## config.mk

```make
export PLATFORM = sky130hd
export DESIGN_NAME = uart_rx_fifo
export DESIGN_NICKNAME = d
export VERILOG_FILES = /design/src/rtl/uart_rx_fifo.sv
export SDC_FILE = /design/constraint.sdc
export NUM_CORES = 1
export LEC_CHECK = 0
export CAP_MARGIN = 20
export CORE_MARGIN = 2
export CORE_UTILIZATION = 35
export CTS_CLUSTER_SIZE = 28
export DETAILED_ROUTE_END_ITERATION = 16
export SYNTH_ARGS = -nofsm -noshare
export SYNTH_HDL_FRONTEND = slang
export SYNTH_SLANG_ARGS = --single-unit
```

## constraint.sdc

```tcl
create_clock -name clk -period 3 [get_ports clk]
set_input_delay 0.6 -clock clk [delete_from_list [all_inputs] [get_ports clk]]
set_output_delay 0.6 -clock clk [all_outputs]
set_load 0.05 [all_outputs]
```

## src/rtl/uart_rx_fifo.sv

```systemverilog
// UART receiver with majority-vote mid-bit sampling, false-start rejection, framing/parity/overrun
// detection and a first-word-fall-through receive FIFO.
module uart_rx_fifo #(
   parameter int unsigned CLK_DIV    = 16,
   parameter int unsigned DATA_BITS  = 8,
   parameter int unsigned PARITY     = 0,
   parameter int unsigned STOP_BITS  = 1,
   parameter int unsigned FIFO_DEPTH = 4
) (
   input  logic                          clk,
   input  logic                          RST,
   input  logic                          rx_input_data,
   output logic [DATA_BITS-1:0]          rx_data,
   output logic                          rx_valid,
   input  logic                          rx_ready,
   output logic [2:0]                    rx_state,
   output logic                          frame_err,
   output logic                          parity_err,
   output logic                          overrun,
   output logic [$clog2(FIFO_DEPTH):0]   fifo_count
);

   localparam int unsigned CW   = $clog2(CLK_DIV);
   localparam int unsigned H    = CLK_DIV / 2;
   localparam int unsigned AW   = $clog2(FIFO_DEPTH);
   localparam int unsigned NW   = AW + 1;

   localparam logic [CW-1:0] CNT_MAX  = CW'(CLK_DIV - 1);
   localparam logic [CW-1:0] SAMP_A   = CW'(H - 1);
   localparam logic [CW-1:0] SAMP_B   = CW'(H);
   localparam logic [CW-1:0] DECIDE   = CW'(H + 1);
   localparam logic [3:0]    LAST_BIT = 4'(DATA_BITS - 1);
   localparam logic [3:0]    LAST_STP = 4'(STOP_BITS - 1);
   localparam logic          ODD_MODE = (PARITY == 1);

   localparam logic [2:0] IDLE   = 3'd0;
   localparam logic [2:0] START  = 3'd1;
   localparam logic [2:0] DATA   = 3'd2;
   localparam logic [2:0] PAR    = 3'd3;
   localparam logic [2:0] STOP   = 3'd4;

   logic                 meta_q, s_q, s_prev_q;
   logic [2:0]           state_q, state_d;
   logic [CW-1:0]        cnt_q, cnt_d;
   logic [3:0]           bit_idx_q, bit_idx_d;
   logic [DATA_BITS-1:0] shift_q, shift_d;
   logic                 par_bad_q, par_bad_d;
   logic                 stop_bad_q, stop_bad_d;
   logic                 samp_a_q, samp_b_q;
   logic                 frame_err_q, parity_err_q, overrun_q;

   logic [DATA_BITS-1:0] mem_q [FIFO_DEPTH];
   logic [AW-1:0]        wptr_q, rptr_q;
   logic [NW-1:0]        count_q, count_d;
   logic [DATA_BITS-1:0] last_q;

   logic decide, maj, last_stop, stop_fail, push_try, push, pop, full, drop;

   assign decide    = (state_q != IDLE) && (cnt_q == DECIDE);
   assign maj       = (samp_a_q & samp_b_q) | (samp_a_q & s_q) | (samp_b_q & s_q);
   assign last_stop = (state_q == STOP) && decide && (bit_idx_q == LAST_STP);
   assign stop_fail = stop_bad_q | ~maj;
   assign pop       = rx_valid && rx_ready;
   assign full      = (count_q == NW'(FIFO_DEPTH));
   assign push_try  = last_stop && !stop_fail && !par_bad_q;
   assign push      = push_try && (!full || pop);
   assign drop      = push_try && full && !pop;

   always_comb begin
      state_d    = state_q;
      cnt_d      = (cnt_q == CNT_MAX) ? '0 : cnt_q + CW'(1);
      bit_idx_d  = bit_idx_q;
      shift_d    = shift_q;
      par_bad_d  = par_bad_q;
      stop_bad_d = stop_bad_q;
      case (state_q)
         IDLE: begin
            cnt_d     = '0;
            bit_idx_d = '0;
            if (!s_q && s_prev_q) begin
               state_d    = START;
               par_bad_d  = 1'b0;
               stop_bad_d = 1'b0;
            end
         end
         START: begin
            if (decide) begin
               state_d   = maj ? IDLE : DATA;
               bit_idx_d = '0;
            end
         end
         DATA: begin
            if (decide) begin
               shift_d = {maj, shift_q[DATA_BITS-1:1]};
               if (bit_idx_q == LAST_BIT) begin
                  bit_idx_d = '0;
                  state_d   = (PARITY != 0) ? PAR : STOP;
               end else begin
                  bit_idx_d = bit_idx_q + 4'd1;
               end
            end
         end
         PAR: begin
            if (decide) begin
               // XOR over data and parity bit must equal 1 in odd mode, 0 in even mode
               par_bad_d = (^shift_q) ^ maj ^ ODD_MODE;
               state_d   = STOP;
            end
         end
         STOP: begin
            if (decide) begin
               if (!maj) stop_bad_d = 1'b1;
               if (bit_idx_q == LAST_STP) state_d = IDLE;
               else bit_idx_d = bit_idx_q + 4'd1;
            end
         end
         default: state_d = IDLE;
      endcase
   end

   always_comb begin
      count_d = count_q;
      case ({push, pop})
         2'b10:   count_d = count_q + NW'(1);
         2'b01:   count_d = count_q - NW'(1);
         default: count_d = count_q;
      endcase
   end

   always_ff @(posedge clk) begin
      if (RST) begin
         meta_q       <= 1'b1;
         s_q          <= 1'b1;
         s_prev_q     <= 1'b1;
         state_q      <= IDLE;
         cnt_q        <= '0;
         bit_idx_q    <= '0;
         shift_q      <= '0;
         par_bad_q    <= 1'b0;
         stop_bad_q   <= 1'b0;
         samp_a_q     <= 1'b1;
         samp_b_q     <= 1'b1;
         frame_err_q  <= 1'b0;
         parity_err_q <= 1'b0;
         overrun_q    <= 1'b0;
         wptr_q       <= '0;
         rptr_q       <= '0;
         count_q      <= '0;
         last_q       <= '0;
         for (int unsigned i = 0; i < FIFO_DEPTH; i++) mem_q[i] <= '0;
      end else begin
         meta_q       <= rx_input_data;
         s_q          <= meta_q;
         s_prev_q     <= s_q;
         state_q      <= state_d;
         cnt_q        <= cnt_d;
         bit_idx_q    <= bit_idx_d;
         shift_q      <= shift_d;
         par_bad_q    <= par_bad_d;
         stop_bad_q   <= stop_bad_d;
         if (cnt_q == SAMP_A) samp_a_q <= s_q;
         if (cnt_q == SAMP_B) samp_b_q <= s_q;
         // Frame error outranks parity error
         frame_err_q  <= last_stop && stop_fail;
         parity_err_q <= last_stop && !stop_fail && par_bad_q;
         overrun_q    <= drop;
         if (push) begin
            mem_q[wptr_q] <= shift_q;
            wptr_q        <= wptr_q + AW'(1);
         end
         if (pop) begin
            last_q <= mem_q[rptr_q];
            rptr_q <= rptr_q + AW'(1);
         end
         count_q <= count_d;
      end
   end

   // Empty FIFO keeps showing the most recently popped byte
   assign rx_data    = rx_valid ? mem_q[rptr_q] : last_q;
   assign rx_valid   = (count_q != '0);
   assign fifo_count = count_q;
   assign rx_state   = state_q;
   assign frame_err  = frame_err_q;
   assign parity_err = parity_err_q;
   assign overrun    = overrun_q;

endmodule

```

[Yosys cells after proc, flatten, opt, wreduce, memory -nomap -nowiden]
Memory sizes are Yosys's and may differ from the RTL's. A register that Yosys moved wholly into a read port is not among the register bits.
Index checks and enable logic that the tools add are counted.
Word-level totals
  flip-flop bits (word level): 44
  memory bits (writable): 32
  input bits: 4
  word-level logic and storage cells: 121
  memories kept: 1
Operators by class
  $add $sub $neg: 6
  eq/ne operators: 21
  multiplexer cells: 33
  bitwise operators: 8
  reductions and logical operators: 34
Memories
  mem_q: words 4, bits a word 8, read ports 1, clocked after Yosys merged registers in 1, wr ports 4, line 52  | logic [DATA_BITS-1:0] mem_q [FIFO_DEPTH];
Operators with widths (number)
  two-way mux 3 bit: 7
  two-way mux 4 bit: 5
  two-way mux 8 bit: 2
  != test 2 bit, second input constant: 8
  case mux 4 bit (4 select lines): 1
  case mux 3 bit (5 select lines): 1
  equality test 4 bit, second input constant: 3
  logical AND 1 bit: 12
  two-way mux 1 bit: 10
  adder 4 x 1 -> 4 bit, second input constant: 2
  equality test 4 x 3 -> 1 bit, second input constant: 2
  two-way mux 2 bit: 4
  OR reduction 8 bit: 1
  XOR reduction 8 bit: 1
  AND reduction 7 bit: 1
  equality test 3 x 2 -> 1 bit, second input constant: 2
  equality test 3 bit, second input constant: 2
  case mux 3 bit (2 select lines): 1
  nonzero test 2 bit: 3
  nonzero test 3 bit: 2
  zero test 1 bit: 5
  AND reduction 5 bit: 1
  adder 2 x 1 -> 2 bit, second input constant: 2
  zero test 4 bit: 1
  18 further kinds: 23

[Longest topological paths before layout]
Gate-level depths: netlist of the first run.
  word-level depth: 14
  mapped depth: 8

[Worst setup path before layout of the first run]
No wires, ideal clock.
  path type: reg2out
  from: reg count_q[0] (netlist: fifo_count[0])
  to: out rx_data[0]
  arrival: 2.073 ns
  required time: 2.400 ns
  path slack: 0.327 ns
  cell stages (with the launch flop): 4
  path buffers: 1
  cell sequence: dfxtp_1 -> or3_1 -> clkbuf_1 -> mux2_2
Between the ends
  word-level cells in the longest chain between the ends: 2
RTL lines
  start, declared: line 54  | logic [NW-1:0] count_q, count_d;
  start signal, assigned: line 175  | count_q <= count_d;
  nonzero test 3 bit: line 181  | assign rx_valid = (count_q != '0);
  named net rx_valid: line 14  | output logic rx_valid,
  two-way mux 8 bit: line 180  | assign rx_data = rx_valid ? mem_q[rptr_q] : last_q;
  end, declared: line 13  | output logic [DATA_BITS-1:0] rx_data,
The timed path passes the listed nets, and every way through them passes these cells.

[Worst setup path after layout of the first run]
  from: reg count_q[0] (netlist: fifo_count[0])
  to: out rx_data[0]
Between the ends
  word-level cells in the longest chain between the ends: 2
RTL lines (line)
  nonzero test 3 bit: 181
  two-way mux 8 bit: 180
Every way passes these cells.

==> metrics.txt, run 1 <==
chip height=105 um; Num CTS Buffers=9; nets@finish=roughly 370; Layout Cells excl Fill=496; Clock Path Buffers=2; # rows=37; slew margin rel.=around three fifths; Seq/Total Area, Yosys=between 50% and 60%; Worst-path clk slew=approximately 0.08 ns; hold_buf cts=0; Cell variety after synth=51; Total Routing Usage GR=between 10% and 20%; CTS tree=done; Area Growth Syn to Fin=15.1%; Peak VDD IR=between 0.3 and 0.4 mV; Final Hold Fails=0; fin crit share=around 91%; final-report max-slew violation count=0; Leakage Power=between 0.001 and 0.0015 uW; drt first pass iters=4; Initial Util=roughly 36%; CP Cell Sequence=or3_1 > mux2_2 > dlygate4sd2_1; Final ANT Viol Nets=0; root buffer cell=clkbuf_8; clk_lat worst skew=0.36 ns; Primary FF master, synth=dfxtp_1; hpwl dp=just under 5000 um; WS Path Type=flop to output port; top cells by area, synth=edfxtp_1, dfxtp_1, and2_1; Setup-failing EPs final=0; Ys Warns=0; Worst path slowest cell=or3_1; setup repair after global routing missed its margin=no; syn avg cell area=approximately 11 sq um; Reg2Reg Launch Point=bit_idx_q[0]; Final Wtd Congestion=0.774; Post-synth EDFFs=32; Core ar.=a little over 10000 sq um; residual DRC count=0; first-pass GRT wire length=~11000 um; I/O Pins=22; clk_skew=0.0117 ns; crit path launch=fifo_count[0]; Synth top area share=a little over a quarter; minimum clock period=between 2 and 3 ns; gr ovfl total=0; 1st-iter DRT viols=about 100; worst slew pin tran=0.577 ns; top cells by count, synth=dfxtp_1, nand2_1, and2_1; total of max-cap violations=0; die area=11100 sq um; Core Util, Final=between 40% and 50%; Antenna Cells=0; Max FO, Critical Path=11; vias=roughly 2400; worst path required time=roughly 2.4 ns; vias per inst=just under 5; initial antenna violation count=0; post-synthesis register bit count=78; Yosys top cell by area=edfxtp_1; # clock sinks=slightly below 80; hold path start=meta_q; cell count after synthesis=333; CTS HTree Levels=3; Reg2Reg Setup Slack=0.53 ns; Syn Nets=~340; Pwr Density=roughly 680 nW/um^2; dpl cells=480; largest net degree at the start of global routing=52; die width=~110 um; Post-Syn Area=~3600 sq um; CP Capture Type=output port; vias in the first global route=roughly 2300; Setup TNS Final=0 ns; number of port buffers=21; status=finished clean; critical path's largest stage delay=0.59 ns; FMAX=about 370 MHz; share of cells above drive strength 1=between 10% and 20%; Routed WL per cell=roughly 14 um; total wire length=6740 um; crit path DAT=~2.1 ns; Setup crit start kind=flop; hold crit path type=flop to flop; ys async rst share=0%; Setup Fix Bufs, Post-CTS=0; top-count cell post-synth=dfxtp_1
-- critical path: cells and delay by family, from the launching register on --
kind / cells / cell delay, ns
muxes: 1 / 0.31
and+or+nand+nor: 1 / 0.59
buffers and inverters: 1 / 0.52
DFF: 1 / 0.34
-- kinds of logic after synthesis --
logic type               share of synthesized area [%]
adder cells (fa/ha/maj)                           2.57
buffers and inverters                             2.81
flip-flops                                        52.2
AND/OR/NAND/NOR                                   23.5
AO/OA/AOI/OAI                                     6.25
XOR/XNOR                                          3.54
multiplexers                                      9.13
-- path summary, 6_finish.rpt --
| path | end | depth (start not counted) |
|---|---|---|
| worst max register to register | fifo_count[2] | 8 |
| worst min-delay path | s_q | 1 |
| worst max-delay path | rx_data[0] | 3 |
| worst min register to register | s_q | 1 |
-- what timing repair did --
action | in CTS | in global routing
setup endpoints to repair | 6 | 0
hold endpoints to repair | 0 | 0
gates resized for setup | 7 | 0
-- area by class of cell --
cell class,instances,area [sq um]
fillers,959,5990
flip-flops and latches,78,1880
multi-input cells,230,1620
repair buffers,26,230
well taps,136,170
clock buffers,9,124
clock inverters,7,82.6
inverters,10,37.5
-- where the power goes --
group          internal [uW]  switching (uW)  total, uW
Clock                    397             413        809
Combinational            305             488        794
Sequential              1160            57.9       1220
-- cell usage in the layout, fill, tap and decap left out, types with 2 or more instances in the layout --
cell type         n
and2_1           34
inv_1            10
and3b_1           2
o21ai_0           6
or4b_1            2
edfxtp_1         32
and3_1            2
nand2b_1          4
clkinv_4          2
clkdlybuf4s50_1  12
clkbuf_8          9
or2_2             6
xnor2_1          10
inv_8             2
a211oi_1          2
buf_4             7
mux2_2           11
nand3b_1          4
nand3_1          17
xor2_1            2
nor2_1           20
nor4b_1           2
nand2_1          35
nor3_1            4
a21oi_1          26
dfxtp_1          45
nor2b_1           2
ha_1              5
or3_1             3
nor3b_2           2
mux4_2            8
dlygate4sd2_1     6
-- state kept, by name, indices dropped and copies added, names as in the netlist, named ones only --
register	flops
frame_err	1
overrun	1
par_bad_q	1
samp_b_q	1
rptr_q	2
s_prev_q	1
mem_q	32
s_q	1
last_q	8
samp_a_q	1
meta_q	1
stop_bad_q	1
shift_q	8
wptr_q	2
bit_idx_q	4
fifo_count	3
rx_state	3
cnt_q	4
parity_err	1
-- metrics by stage --
step	area (sq um)	hold slack (ns)	setup slack, ns	power [uW]
2_1_floorplan	3600	0.389	0.327	1850
5_1_grt	4150	0.427	0.207	2960
3_3_place_gp	3950	0.395	0.277	2060
4_1_cts	4150	0.409	0.258	2860
3_5_place_dp	3950	0.397	0.215	2070
6_report	4150	0.407	0.284	2820
-- metal layers --
layer / part of all wire (%) / global-route usage (%) / vias up
li1: - / - / 1204
met1: 47 / 17.3 / 1149
met2: 49 / 20.4 / 46
met3: 3.5 / 4.21 / 8
met4: 1.3 / 4.00 / 0
met5: 0 / 0 / -
No activity file was read; power rests on OpenSTA's default activity.
==> inputs of run 2 (changes only) <==
--- a/config.mk
+++ b/config.mk
@@ -6,7 +6,7 @@
 export NUM_CORES = 1
 export LEC_CHECK = 0
 export CAP_MARGIN = 20
-export CORE_MARGIN = 2
+export CORE_MARGIN = 5
 export CORE_UTILIZATION = 35
 export CTS_CLUSTER_SIZE = 28
 export DETAILED_ROUTE_END_ITERATION = 16
==> metrics.txt, run 2 (synthesis results as in run 1) <==
status=finished clean; fillers=978 (+2.0%); vias per inst=4.79 (-1.3%); Peak VDD IR=0.324 mV (-0.43%); I/O Pins=22 (unchanged); Setup-failing EPs final=0 (unchanged); fin crit share=91.6% (+1.1 points); first-pass GRT wire length=11700 um (+3.5%); # rows=37 (unchanged); crit path DAT=2.15 ns (+0.03 ns); CP Capture Type=output port; setup repair after global routing missed its margin=no; max FFs per register=32 (unchanged); vias=2372 (-1.5%); nets@finish=365 (unchanged); Worst-path clk slew=0.08 ns (about the same); initial antenna violation count=0 (unchanged); Initial Util=35.4% (-0.16 points); Layout Cells excl Fill=495 (-0.20%); Max FO, Critical Path=6 (-5); residual DRC count=0 (unchanged); # clock sinks=78 (unchanged); Top delay family on crit path=multiplexers; number of port buffers=21 (unchanged); Final ANT Viol Nets=0 (unchanged); gr ovfl total=0 (unchanged); Core ar.=10200 sq um (+0.46%); share of cells above drive strength 1=16.4% (-0.23 points); worst path required time=2.40 ns (about the same); total of max-cap violations=0 (unchanged); hold_buf cts=0 (unchanged); Final Hold Fails=0 (unchanged); chip height=111 um (+5.7%); Clock Path Buffers=2 (unchanged); Antenna Cells=0 (unchanged); Setup TNS Final=0 ns (unchanged); Setup WS post-layout=0.252 ns (-0.0319 ns); Total Routing Usage GR=11.8% (-1.3 points); Setup crit start kind=flop; final-report max-slew violation count=0 (unchanged); Worst path slowest cell=mux4_2; slew margin rel.=56.7% (-4.5 points); hold crit path type=flop to flop; largest net degree at the start of global routing=47 (-9.6%); drt first pass iters=4 (unchanged); Pwr Density=690 nW/um^2 (+1.3%); root buffer cell=clkbuf_8; Area Growth Syn to Fin=15.1% (about the same); Reg with most FFs=mem_q; die area=12400 sq um (+12%); 1st-iter DRT viols=107 (+2.9%); Buf/Inv on CP=1 (unchanged); most frequent cells in the layout=dfxtp_1, nand2_1, and2_1; clk_skew=0.0124 ns (+0.000701 ns); total wire length=6980 um (+3.5%); FMAX=364 MHz (-1.2%); hpwl dp=5000 um (+3.7%); Setup WS pre-CTS=0.211 ns (-0.00316 ns); clk_lat worst skew=0.35 ns (about the same); worst slew pin tran=0.645 ns (+0.0674 ns); CTS HTree Levels=3 (unchanged); CTS tree=done; top flop regs=mem_q: 32 flops, last_q: 8 flops, shift_q: 8 flops; dpl cells=480 (unchanged); Num CTS Buffers=9 (unchanged); Routed WL per cell=14.1 um (+3.7%); vias in the first global route=2337 (+3.0%); critical path's largest stage delay=0.57 ns (-0.02 ns); die width=111 um (+5.7%); CP Cell Sequence=mux4_2 > mux2_2 > dlygate4sd2_1; Final Wtd Congestion=0.788 (+1.7%); commonest non-fill, non-tap cell in the layout=dfxtp_1; minimum clock period=2.75 ns (+0.0319 ns); Leakage Power=0.00147 uW (about the same); WS Path Type=flop to output port
[run 2: worst register-to-register path, stage by stage, from the launching register on]
cell,delay [ns]
dfxtp_1,0.34
or3_1,0.60
and2_1,0.29
buf_4,0.19
or3_1,0.39
mux2_2,0.28
mux2_4,0.29
[run 2: per-layer routing]
metal	global-route usage [%]	routed length, um	vias to the layer above
met4	3.41	81	0
met3	4.13	216	8
met2	20.0	3520	22
met5	0	0	-
met1	14.1	3160	1136
li1	-	-	1206
[run 2: cell type report]
| class | instances | area (sq um) | share of cell area, % |
|---|---|---|---|
| clock buffer | 9 | 124 | 2.98 |
| multi-input combinational | 230 | 1620 | 39.1 |
| tap | 136 | 170 | 4.10 |
| inverter | 10 | 37.5 | 0.904 |
| timing repair buffer | 26 | 229 | 5.52 |
| clock inverter | 6 | 86.3 | 2.08 |
| sequential | 78 | 1880 | 45.3 |
[run 2: path summary, 6_finish.rpt]
kind	from	end	slack, ns	cells past startpoint
max	flop	rx_data[7]	0.25	3
max reg2reg	fifo_count[0]	fifo_count[2]	0.51	6
min	meta_q	s_q	0.41	1
min reg2reg	meta_q	s_q	0.41	1
[run 2: power by group]
part	internal, uW	total, uW	switching, uW
sequential	1160	1220	54.1
clock	463	838	374
combinational	308	809	501
total	1930	2860	929
[run 2: through the flow]
step / area [sq um] / utilization (%) / power, uW / hold slack [ns]
2_1_floorplan: 3600 / - / 1850 / 0.389
3_3_place_gp: 3950 / 38.7 / 2070 / 0.395
3_5_place_dp: 3950 / 38.7 / 2090 / 0.396
4_1_cts: 4150 / 40.7 / 2910 / 0.414
5_1_grt: 4150 / 40.7 / 3020 / 0.438
6_report: 4150 / 40.7 / 2860 / 0.411
[run 2: timing repair]
| item | 4_1_cts | 5_1_grt |
|---|---|---|
| endpoints found under the setup margin | 5 | 0 |
| resized for setup | 5 | 0 |
| setup buffers | 0 | 0 |
